File: config.mk
export PLATFORM = sky130hd
export DESIGN_NAME = sram_axi_bridge
export DESIGN_NICKNAME = d
export VERILOG_FILES = /design/src/rtl/bridge_pkg.sv /design/src/rtl/sram_axi_bridge.sv
export SDC_FILE = /design/constraint.sdc
export NUM_CORES = 1
export LEC_CHECK = 0
export ABC_AREA = 1
export CAP_MARGIN = 20
export CELL_PAD_IN_SITES_DETAIL_PLACEMENT = 0
export CELL_PAD_IN_SITES_GLOBAL_PLACEMENT = 1
export CORE_AREA = 2 2 164 166
export DETAILED_ROUTE_END_ITERATION = 8
export DIE_AREA = 0 0 166 168
export PLACE_DENSITY = 0.79
export SETUP_SLACK_MARGIN = 0.3
export SLEW_MARGIN = 25
export SYNTH_ARGS = -nofsm -noshare
export SYNTH_HDL_FRONTEND = slang
export SYNTH_SLANG_ARGS = --single-unit
export TNS_END_PERCENT = 20
File: constraint.sdc
create_clock -name clk -period 4.3 [get_ports clk]
set_clock_uncertainty 0.15 [all_clocks]
set_input_delay 1.29 -clock clk [delete_from_list [all_inputs] [get_ports clk]]
set_output_delay 1.29 -clock clk [all_outputs]
set_load 0.01 [all_outputs]
File: src/rtl/bridge_pkg.sv
// Shared types and helpers for the SRAM-like to AXI3 bridge.
//   state_t        : bridge FSM states
//   BURST_INCR     : AXI burst encoding used for every transaction
//   SIZE_*         : SRAM-like size encodings
//   size_to_wstrb  : byte-lane strobe for a store of a given size/offset
package bridge_pkg;

    typedef enum logic [2:0] {
        IDLE,
        RD_ADDR,
        RD_DATA,
        WR_ADDR_DATA,
        WR_RESP
    } state_t;

    localparam logic [1:0] BURST_INCR = 2'b01;

    localparam logic [1:0] SIZE_BYTE = 2'd0;
    localparam logic [1:0] SIZE_HALF = 2'd1;
    localparam logic [1:0] SIZE_WORD = 2'd2;

    // Size 3 is treated as a full word.
    function automatic logic [3:0] size_to_wstrb(input logic [1:0] size,
                                                 input logic [1:0] addr_lo);
        case (size)
            SIZE_BYTE: return 4'b0001 << addr_lo;
            SIZE_HALF: return 4'b0011 << {addr_lo[1], 1'b0};
            default:   return 4'b1111;
        endcase
    endfunction

endpackage

File: src/rtl/sram_axi_bridge.sv
// Bridges the cache's two SRAM-like ports (inst, data) onto one AXI3 master.
// One single-beat transaction is in flight at a time; data beats inst.
// Ports:
//   clk, rst            : clock, asynchronous active-low reset
//   inst_* / data_*     : SRAM-like request (req, wr, size, addr, wdata) and
//                         response (rdata, addr_ok, data_ok) per port
//   ar* / r*            : AXI read address / read data channels
//   aw* / w* / b*       : AXI write address / write data / write response
module sram_axi_bridge
    import bridge_pkg::*;
#(
    parameter int ID_W    = 4,
    parameter int INST_ID = 0,
    parameter int DATA_ID = 1
) (
    input  logic            clk,
    input  logic            rst,

    input  logic            inst_req,
    input  logic            inst_wr,
    input  logic [1:0]      inst_size,
    input  logic [31:0]     inst_addr,
    input  logic [31:0]     inst_wdata,
    output logic [31:0]     inst_rdata,
    output logic            inst_addr_ok,
    output logic            inst_data_ok,

    input  logic            data_req,
    input  logic            data_wr,
    input  logic [1:0]      data_size,
    input  logic [31:0]     data_addr,
    input  logic [31:0]     data_wdata,
    output logic [31:0]     data_rdata,
    output logic            data_addr_ok,
    output logic            data_data_ok,

    output logic [ID_W-1:0] arid,
    output logic [31:0]     araddr,
    output logic [7:0]      arlen,
    output logic [2:0]      arsize,
    output logic [1:0]      arburst,
    output logic [1:0]      arlock,
    output logic [3:0]      arcache,
    output logic [2:0]      arprot,
    output logic            arvalid,
    input  logic            arready,

    input  logic [ID_W-1:0] rid,
    input  logic [31:0]     rdata,
    input  logic [1:0]      rresp,
    input  logic            rlast,
    input  logic            rvalid,
    output logic            rready,

    output logic [ID_W-1:0] awid,
    output logic [31:0]     awaddr,
    output logic [7:0]      awlen,
    output logic [2:0]      awsize,
    output logic [1:0]      awburst,
    output logic [1:0]      awlock,
    output logic [3:0]      awcache,
    output logic [2:0]      awprot,
    output logic            awvalid,
    input  logic            awready,

    output logic [ID_W-1:0] wid,
    output logic [31:0]     wdata,
    output logic [3:0]      wstrb,
    output logic            wlast,
    output logic            wvalid,
    input  logic            wready,

    input  logic [ID_W-1:0] bid,
    input  logic [1:0]      bresp,
    input  logic            bvalid,
    output logic            bready
);

    state_t      state, state_nxt;
    logic        req_port;          // 1 = data port owns the transaction
    logic [1:0]  req_size;
    logic [31:0] req_addr;
    logic [31:0] req_wdata;
    logic        aw_done, w_done;
    logic        aw_fin, w_fin;
    logic        sel_wr;
    logic [ID_W-1:0] req_id;

    // Response IDs/status are not used: only one transaction is ever outstanding.
    logic unused_resp;
    assign unused_resp = ^{rid, rresp, rlast, bid, bresp};

    assign sel_wr = data_req ? data_wr : inst_wr;
    assign aw_fin = aw_done | awready;
    assign w_fin  = w_done  | wready;

    always_ff @(posedge clk or negedge rst) begin
        if (!rst) state <= IDLE;
        else      state <= state_nxt;
    end

    always_comb begin
        state_nxt = state;
        case (state)
            IDLE:         if (data_req || inst_req)
                              state_nxt = sel_wr ? WR_ADDR_DATA : RD_ADDR;
            RD_ADDR:      if (arready) state_nxt = RD_DATA;
            RD_DATA:      if (rvalid)  state_nxt = IDLE;
            WR_ADDR_DATA: if (aw_fin && w_fin) state_nxt = WR_RESP;
            WR_RESP:      if (bvalid)  state_nxt = IDLE;
            default:      state_nxt = IDLE;
        endcase
    end

    // Request latch and per-channel write handshake tracking.
    always_ff @(posedge clk or negedge rst) begin
        if (!rst) begin
            req_port  <= 1'b0;
            req_size  <= 2'd0;
            req_addr  <= 32'd0;
            req_wdata <= 32'd0;
            aw_done   <= 1'b0;
            w_done    <= 1'b0;
        end else begin
            if (state == IDLE && (data_req || inst_req)) begin
                req_port  <= data_req;
                req_size  <= data_req ? data_size  : inst_size;
                req_addr  <= data_req ? data_addr  : inst_addr;
                req_wdata <= data_req ? data_wdata : inst_wdata;
            end
            if (state != WR_ADDR_DATA) begin
                aw_done <= 1'b0;
                w_done  <= 1'b0;
            end else begin
                if (awready) aw_done <= 1'b1;
                if (wready)  w_done  <= 1'b1;
            end
        end
    end

    always_comb begin
        arvalid      = 1'b0;
        rready       = 1'b0;
        awvalid      = 1'b0;
        wvalid       = 1'b0;
        bready       = 1'b0;
        inst_addr_ok = 1'b0;
        data_addr_ok = 1'b0;
        inst_data_ok = 1'b0;
        data_data_ok = 1'b0;
        inst_rdata   = 32'd0;
        data_rdata   = 32'd0;
        case (state)
            IDLE: begin
                // rst gates the grant so nothing is accepted while held in reset.
                data_addr_ok = rst & data_req;
                inst_addr_ok = rst & inst_req & ~data_req;
            end
            RD_ADDR: arvalid = 1'b1;
            RD_DATA: begin
                rready = 1'b1;
                if (rvalid) begin
                    if (req_port) begin
                        data_data_ok = 1'b1;
                        data_rdata   = rdata;
                    end else begin
                        inst_data_ok = 1'b1;
                        inst_rdata   = rdata;
                    end
                end
            end
            WR_ADDR_DATA: begin
                awvalid = ~aw_done;
                wvalid  = ~w_done;
            end
            WR_RESP: begin
                bready = 1'b1;
                if (bvalid) begin
                    data_data_ok = req_port;
                    inst_data_ok = ~req_port;
                end
            end
            default: ;
        endcase
    end

    assign req_id  = req_port ? DATA_ID[ID_W-1:0] : INST_ID[ID_W-1:0];

    assign arid    = req_id;
    assign araddr  = req_addr;
    assign arlen   = 8'd0;
    assign arsize  = {1'b0, req_size};
    assign arburst = BURST_INCR;
    assign arlock  = 2'd0;
    assign arcache = 4'd0;
    assign arprot  = 3'd0;

    assign awid    = req_id;
    assign awaddr  = req_addr;
    assign awlen   = 8'd0;
    assign awsize  = {1'b0, req_size};
    assign awburst = BURST_INCR;
    assign awlock  = 2'd0;
    assign awcache = 4'd0;
    assign awprot  = 3'd0;

    assign wid     = req_id;
    assign wdata   = req_wdata;
    assign wstrb   = size_to_wstrb(req_size, req_addr[1:0]);
    assign wlast   = 1'b1;

endmodule
==> flow_summary.toml, run 1 <==
[status]
outcome = "finished, final reports clean"

[hold_path]
holdPathStages = 2
hp-start = "wdata[13]"
min_to = "wdata[13]"
min_path_type = "flip-flop to flip-flop"

[synth]
synth-main-ff-cell = "dfrtp_1"
synth_edf_count = 0
yosysTopAreaCell = "dfrtp_1"
ys_top_cells_by_area = "dfrtp_1 (38%), buf_4 (14%), nor2_1 (12%)"
ys_seq_area_share_pct = 38.1
syn_avg_cell_area_um2 = 7.49
synth_seq_cells = 72
ys_types = 24
synth_area_um2 = 4730
ys_async_sr_fraction_pct = 100
yosysWarnings = 0
post-synth-top-area-fraction_pct = 38.1
syn_inst = 632

[clock_tree]
cts.sinks = 72
clk_latency_ns = 0.33
cts_tree = "built"
cts_buffers = 9
cts_setup_buffers = 0
hold_buffers = 0
clk_pin_slew_ns = 0.06
h-tree-depth = 3
ctsLongestPathBuffers = 2
cts-root-buf = "clkbuf_16"

[worst_setup_path]
cp-start-kind = "input pin"
ff2ff_setup_slack_ns = 2.27
worstPathRequired_ns = 2.86
slowest_delay_ns = 0.56
worstSetupPathType = "input pin to output port"
crit_chain = "clkdlybuf4s50_1 > inv_1 > nor3_2 > clkdlybuf4s50_1"
crit_arrival_ns = 2.59
crit_fanout = 2
timing.rr.start = "state[2]"
cpMostUsedCell = "clkdlybuf4s50_1"
r2r-end = "wdata[14]"
endpoint_kind = "output port"
crit_slowest_cell = "clkdlybuf4s50_1"
reg2reg_depth = 6

[route]
post_drt_wl_per_cell_um = 15.0
drc = 0
via_per_inst = 3.98
vias = 5063
wirelength_um = 19100
dr.pass1.iters = 4
antenna_left = 0
first_iter_violations = 133

[floorplanning]
core-area_um2 = 26400
io_pins = 418
die_h_um = 168
num_rows = 60
initial_core_util_pct = 18.0
die_area_um2 = 27900
die_w_um = 166

[final_layout]
fin_nets = 1114
final_cell_mix = "clkdlybuf4s50_1 (289), nor2_1 (146), nand2_1 (84)"
diodes = 0
post-route-util_pct = 31.5
drive_gt1_share_pct = 5.38
nFillCells = 2812
mostFrequentLayoutCell = "clkdlybuf4s50_1"
area_growth_pct = 75.5

[timing]
drv_slew = 0
period_share_pct = 93.7
worstMarginPinSlew_ns = 0.824
finalSetupViolCount = 0
maxClockFrequency_mhz = 248
rsz0062_at_grt = "true"
hold_viol = 0
setup_ws_ns = 0.271
finalCriticalPeriod_ns = 4.03
max-slew-margin-rel_pct = 45.1
fin_tns_setup_ns = 0

[global_routing]
grt_pass1_vias = 4829
grt_pass1_wl_um = 28300
overflow = 0
grt_max_degree = 74
track_usage_pct = 13.1
antenna_found_initial = 0

[power_and_ir_drop]
swShare_pct = 40.8
p_sw_uw = 1970
powerDensity_nw_per_um2 = 582
p_seq_share_pct = 27.6
total_power_uw = 4830
power_leakage_uw = 0.00383
peakVddDrop_mv = 0.243
internal_power_uw = 2860
power_frac_comb_pct = 57.8
pwr-share-clk_pct = 14.6

[placement]
pre_cts_ws_ns = -0.0731
dp_hpwl_um = 14300
globalplace.congestion = 0.771
io_buffers = 354

[run]
drv_cap = 0
-- stage by stage --
stage	area (µm²)	hold slack (ns)	instances
floorplan	4910	0.365	680
global placement	8080	0.315	1255
detailed placement	8080	0.323	1255
CTS	8300	0.338	1271
global route	8300	0.356	1271
finish	8300	0.331	1271
-- cells in the mapped netlist (all sizes together) (2+ instances only) --
master / count
buf: 117
nand2: 86
nor3: 65
clkbuf: 12
nand3: 4
o31ai: 66
a21oi: 2
inv: 49
dfrtp: 72
o21ai: 6
nor2: 148
conb: 2
-- worst max-delay path: cells and delay by family --
family / cells / cell delay [ns]
buf+inv: 3 / 1.11
simple gates: 1 / 0.18
-- worst max-delay path by stage --
stage	start	endpoint	cells after the start
2_1_floorplan	data_req	inst_addr_ok	6
3_3_place_gp	rvalid	data_rdata[13]	5
3_5_place_dp	rvalid	data_rdata[13]	5
4_1_cts	bvalid	inst_data_ok	6
5_1_grt	rdata[0]	inst_rdata[0]	4
6_report	rdata[0]	inst_rdata[0]	4
-- cells by family after synthesis --
| group | Yosys count | synth area share, % |
|---|---|---|
| buf+inv | 178 | 22.9 |
| simple gates | 304 | 26.9 |
| flops | 72 | 38.1 |
| compound gates | 76 | 11.9 |
| other cells | 2 | 0.159 |
-- routing by layer --
metal	routed length (µm)	GRT usage [%]	vias up
met5	0	0	-
met4	187	2.99	0
met3	1500	3.88	11
met2	10000	24.8	251
met1	7330	14.4	2308
li1	-	-	2493
-- registers in the layout (all words and copies together) (netlist names) --
name	flops
wdata	32
req_port	1
araddr	32
w_done	1
state	3
req_size	2
aw_done	1
-- power groups by stage --
| stage | sequential (µW) | combinational (µW) | clock [µW] |
|---|---|---|---|
| CTS | 1350 | 2860 | 745 |
| floorplan | 1400 | 1440 | 0 |
| finish | 1340 | 2790 | 705 |
| global route | 1390 | 3050 | 774 |
| global placement | 1340 | 2840 | 0 |
| detailed placement | 1350 | 2850 | 0 |
-- what timing repair did --
action | in CTS | in global routing
gates resized for setup | 81 | 1
endpoints found under the setup margin | 65 | 5
pin swaps | 1 | 0
gates cloned | 1 | 0
-- cell type report --
| class | count | area [µm²] | share of cell area (%) |
|---|---|---|---|
| clock inverter | 5 | 35.0 | 0.422 |
| timing repair buffer | 364 | 3600 | 43.3 |
| clock buffer | 10 | 229 | 2.76 |
| inverter | 49 | 186 | 2.25 |
| multi-input combinational | 430 | 2030 | 24.4 |
| sequential | 72 | 1800 | 21.7 |
| tap | 341 | 427 | 5.14 |
(Power assumes the default switching activity.)
==> run 2: changes to the inputs <==
--- a/config.mk
+++ b/config.mk
@@ -13,8 +13,7 @@
 export DETAILED_ROUTE_END_ITERATION = 8
 export DIE_AREA = 0 0 166 168
 export PLACE_DENSITY = 0.79
-export SETUP_SLACK_MARGIN = 0.3
-export SLEW_MARGIN = 25
+export SETUP_SLACK_MARGIN = 0.1
 export SYNTH_ARGS = -nofsm -noshare
 export SYNTH_HDL_FRONTEND = slang
 export SYNTH_SLANG_ARGS = --single-unit
==> flow_summary.toml, run 2 (synthesis gave the netlist of run 1 again) <==
[final_layout]
fin_nets = 1113
final_cells = 1270
diodes = 0
final_cell_mix = "clkdlybuf4s50_1 (286), nor2_1 (146), nand2_1 (85)"
seq_area_um2 = 1800
drive_gt1_share_pct = 4.41
mostFrequentLayoutCell = "clkdlybuf4s50_1"
multi_input_area_um2 = 2030
nFillCells = 2826
area_growth_pct = 74.6

[placement]
globalplace.congestion = 0.771
pre_cts_ws_ns = -0.0731
dp_cells = 1255
dp_hpwl_um = 14300
io_buffers = 354

[power_and_ir_drop]
p_seq_share_pct = 27.8
power_leakage_uw = 0.00383
p_sw_uw = 1960
total_power_uw = 4800
swShare_pct = 40.9
pwr-share-clk_pct = 14.7
internal_power_uw = 2840
power_frac_comb_pct = 57.5
powerDensity_nw_per_um2 = 581
peakVddDrop_mv = 0.243

[clock_tree]
hold_buffers = 0
cts.sinks = 72
h-tree-depth = 3
clk_pin_slew_ns = 0.06
cts_resized = 65
cts_buffers = 9
ctsLongestPathBuffers = 2
cts_tree = "built"
cts-root-buf = "clkbuf_16"
clk_latency_ns = 0.33
cts_setup_buffers = 0

[worst_setup_path]
cp-start-kind = "input pin"
timing.rr.start = "state[2]"
endpoint = "data_rdata[13]"
crit_slowest_cell = "clkdlybuf4s50_1"
crit_arrival_ns = 2.62
crit_chain = "clkdlybuf4s50_1 > nand2_1 > buf_12 > nor3_1 > dlygate4sd2_1"
reg2reg_depth = 6
ff2ff_setup_slack_ns = 2.27
endpoint_kind = "output port"
crit_fanout = 32
critPathLaunch = "rvalid"
slowest_delay_ns = 0.51
r2r-end = "wdata[14]"
worstSetupPathType = "input pin to output port"
worstPathRequired_ns = 2.86

[timing]
hold_ws_ns = 0.331
setup_ws_ns = 0.241
rsz0062_at_grt = "false"
maxClockFrequency_mhz = 246
finalCriticalPeriod_ns = 4.06
finalSetupViolCount = 0
drv_slew = 0
period_share_pct = 94.4
hold_viol = 0
max-slew-margin-rel_pct = 45.3
worstMarginPinSlew_ns = 0.820

[floorplanning]
die_area_um2 = 27900
die_h_um = 168
die_w_um = 166
core-area_um2 = 26400
num_rows = 60
initial_core_util_pct = 18.0
io_pins = 418

[route]
via_per_inst = 3.96
dr.pass1.iters = 4
drc = 0
antenna_left = 0
vias = 5033
first_iter_violations = 129
wirelength_um = 18900
post_drt_wl_per_cell_um = 14.9

[run]
drv_cap = 0

[hold_path]
min_path_type = "flip-flop to flip-flop"

[global_routing]
track_usage_pct = 13.0
grt_pass1_vias = 4798
overflow = 0
grt_max_degree = 74
grt_pass1_wl_um = 28000
antenna_found_initial = 0

[status]
outcome = "finished, final reports clean"
-- run 2: cell type report --
type / instances / share of cell area [%]
Timing Repair Buffer: 363 / 43.1
Multi-Input combinational cell: 430 / 24.5
Sequential cell: 72 / 21.8
Tap cell: 341 / 5.16
Clock buffer: 10 / 2.77
Inverter: 49 / 2.26
Clock inverter: 5 / 0.424
-- run 2: routing by layer --
layer	track usage, %	share of wire, %	vias up
met3	3.93	8.2	11
met5	0	0	-
met1	14.4	39	2283
met2	24.3	52	252
li1	-	-	2487
met4	2.99	0.99	0
-- run 2: worst min path at each step --
stage,from,end,slack [ns],cells after the start
2_1_floorplan,aw_done,aw_done,0.37,2
3_3_place_gp,wdata[19],wdata[19],0.31,2
3_5_place_dp,wdata[16],wdata[16],0.32,2
4_1_cts,wdata[16],wdata[16],0.34,2
5_1_grt,wdata[21],wdata[21],0.36,2
6_report,wdata[13],wdata[13],0.33,2
-- run 2: critical path: cells and delay by family --
kind / cells / cell delay, ns
buf+inv: 3 / 0.99
simple gates: 2 / 0.31
-- run 2: power groups by stage --
stage,clock [µW],sequential [µW],combinational [µW]
3_5_place_dp,0,1350,2850
4_1_cts,745,1350,2820
5_1_grt,774,1390,3020
3_3_place_gp,0,1340,2840
2_1_floorplan,0,1400,1440
6_report,705,1330,2760
-- run 2: metrics by stage --
| step | TNS, ns | util (%) | area, µm² |
|---|---|---|---|
| 6_report | 0 | 31.4 | 8260 |
| 5_1_grt | 0 | 31.4 | 8260 |
| 4_1_cts | 0 | 31.4 | 8260 |
| 3_5_place_dp | -0.772 | 30.7 | 8080 |
| 3_3_place_gp | -0.386 | 30.7 | 8080 |
| 2_1_floorplan | 0 | - | 4910 |
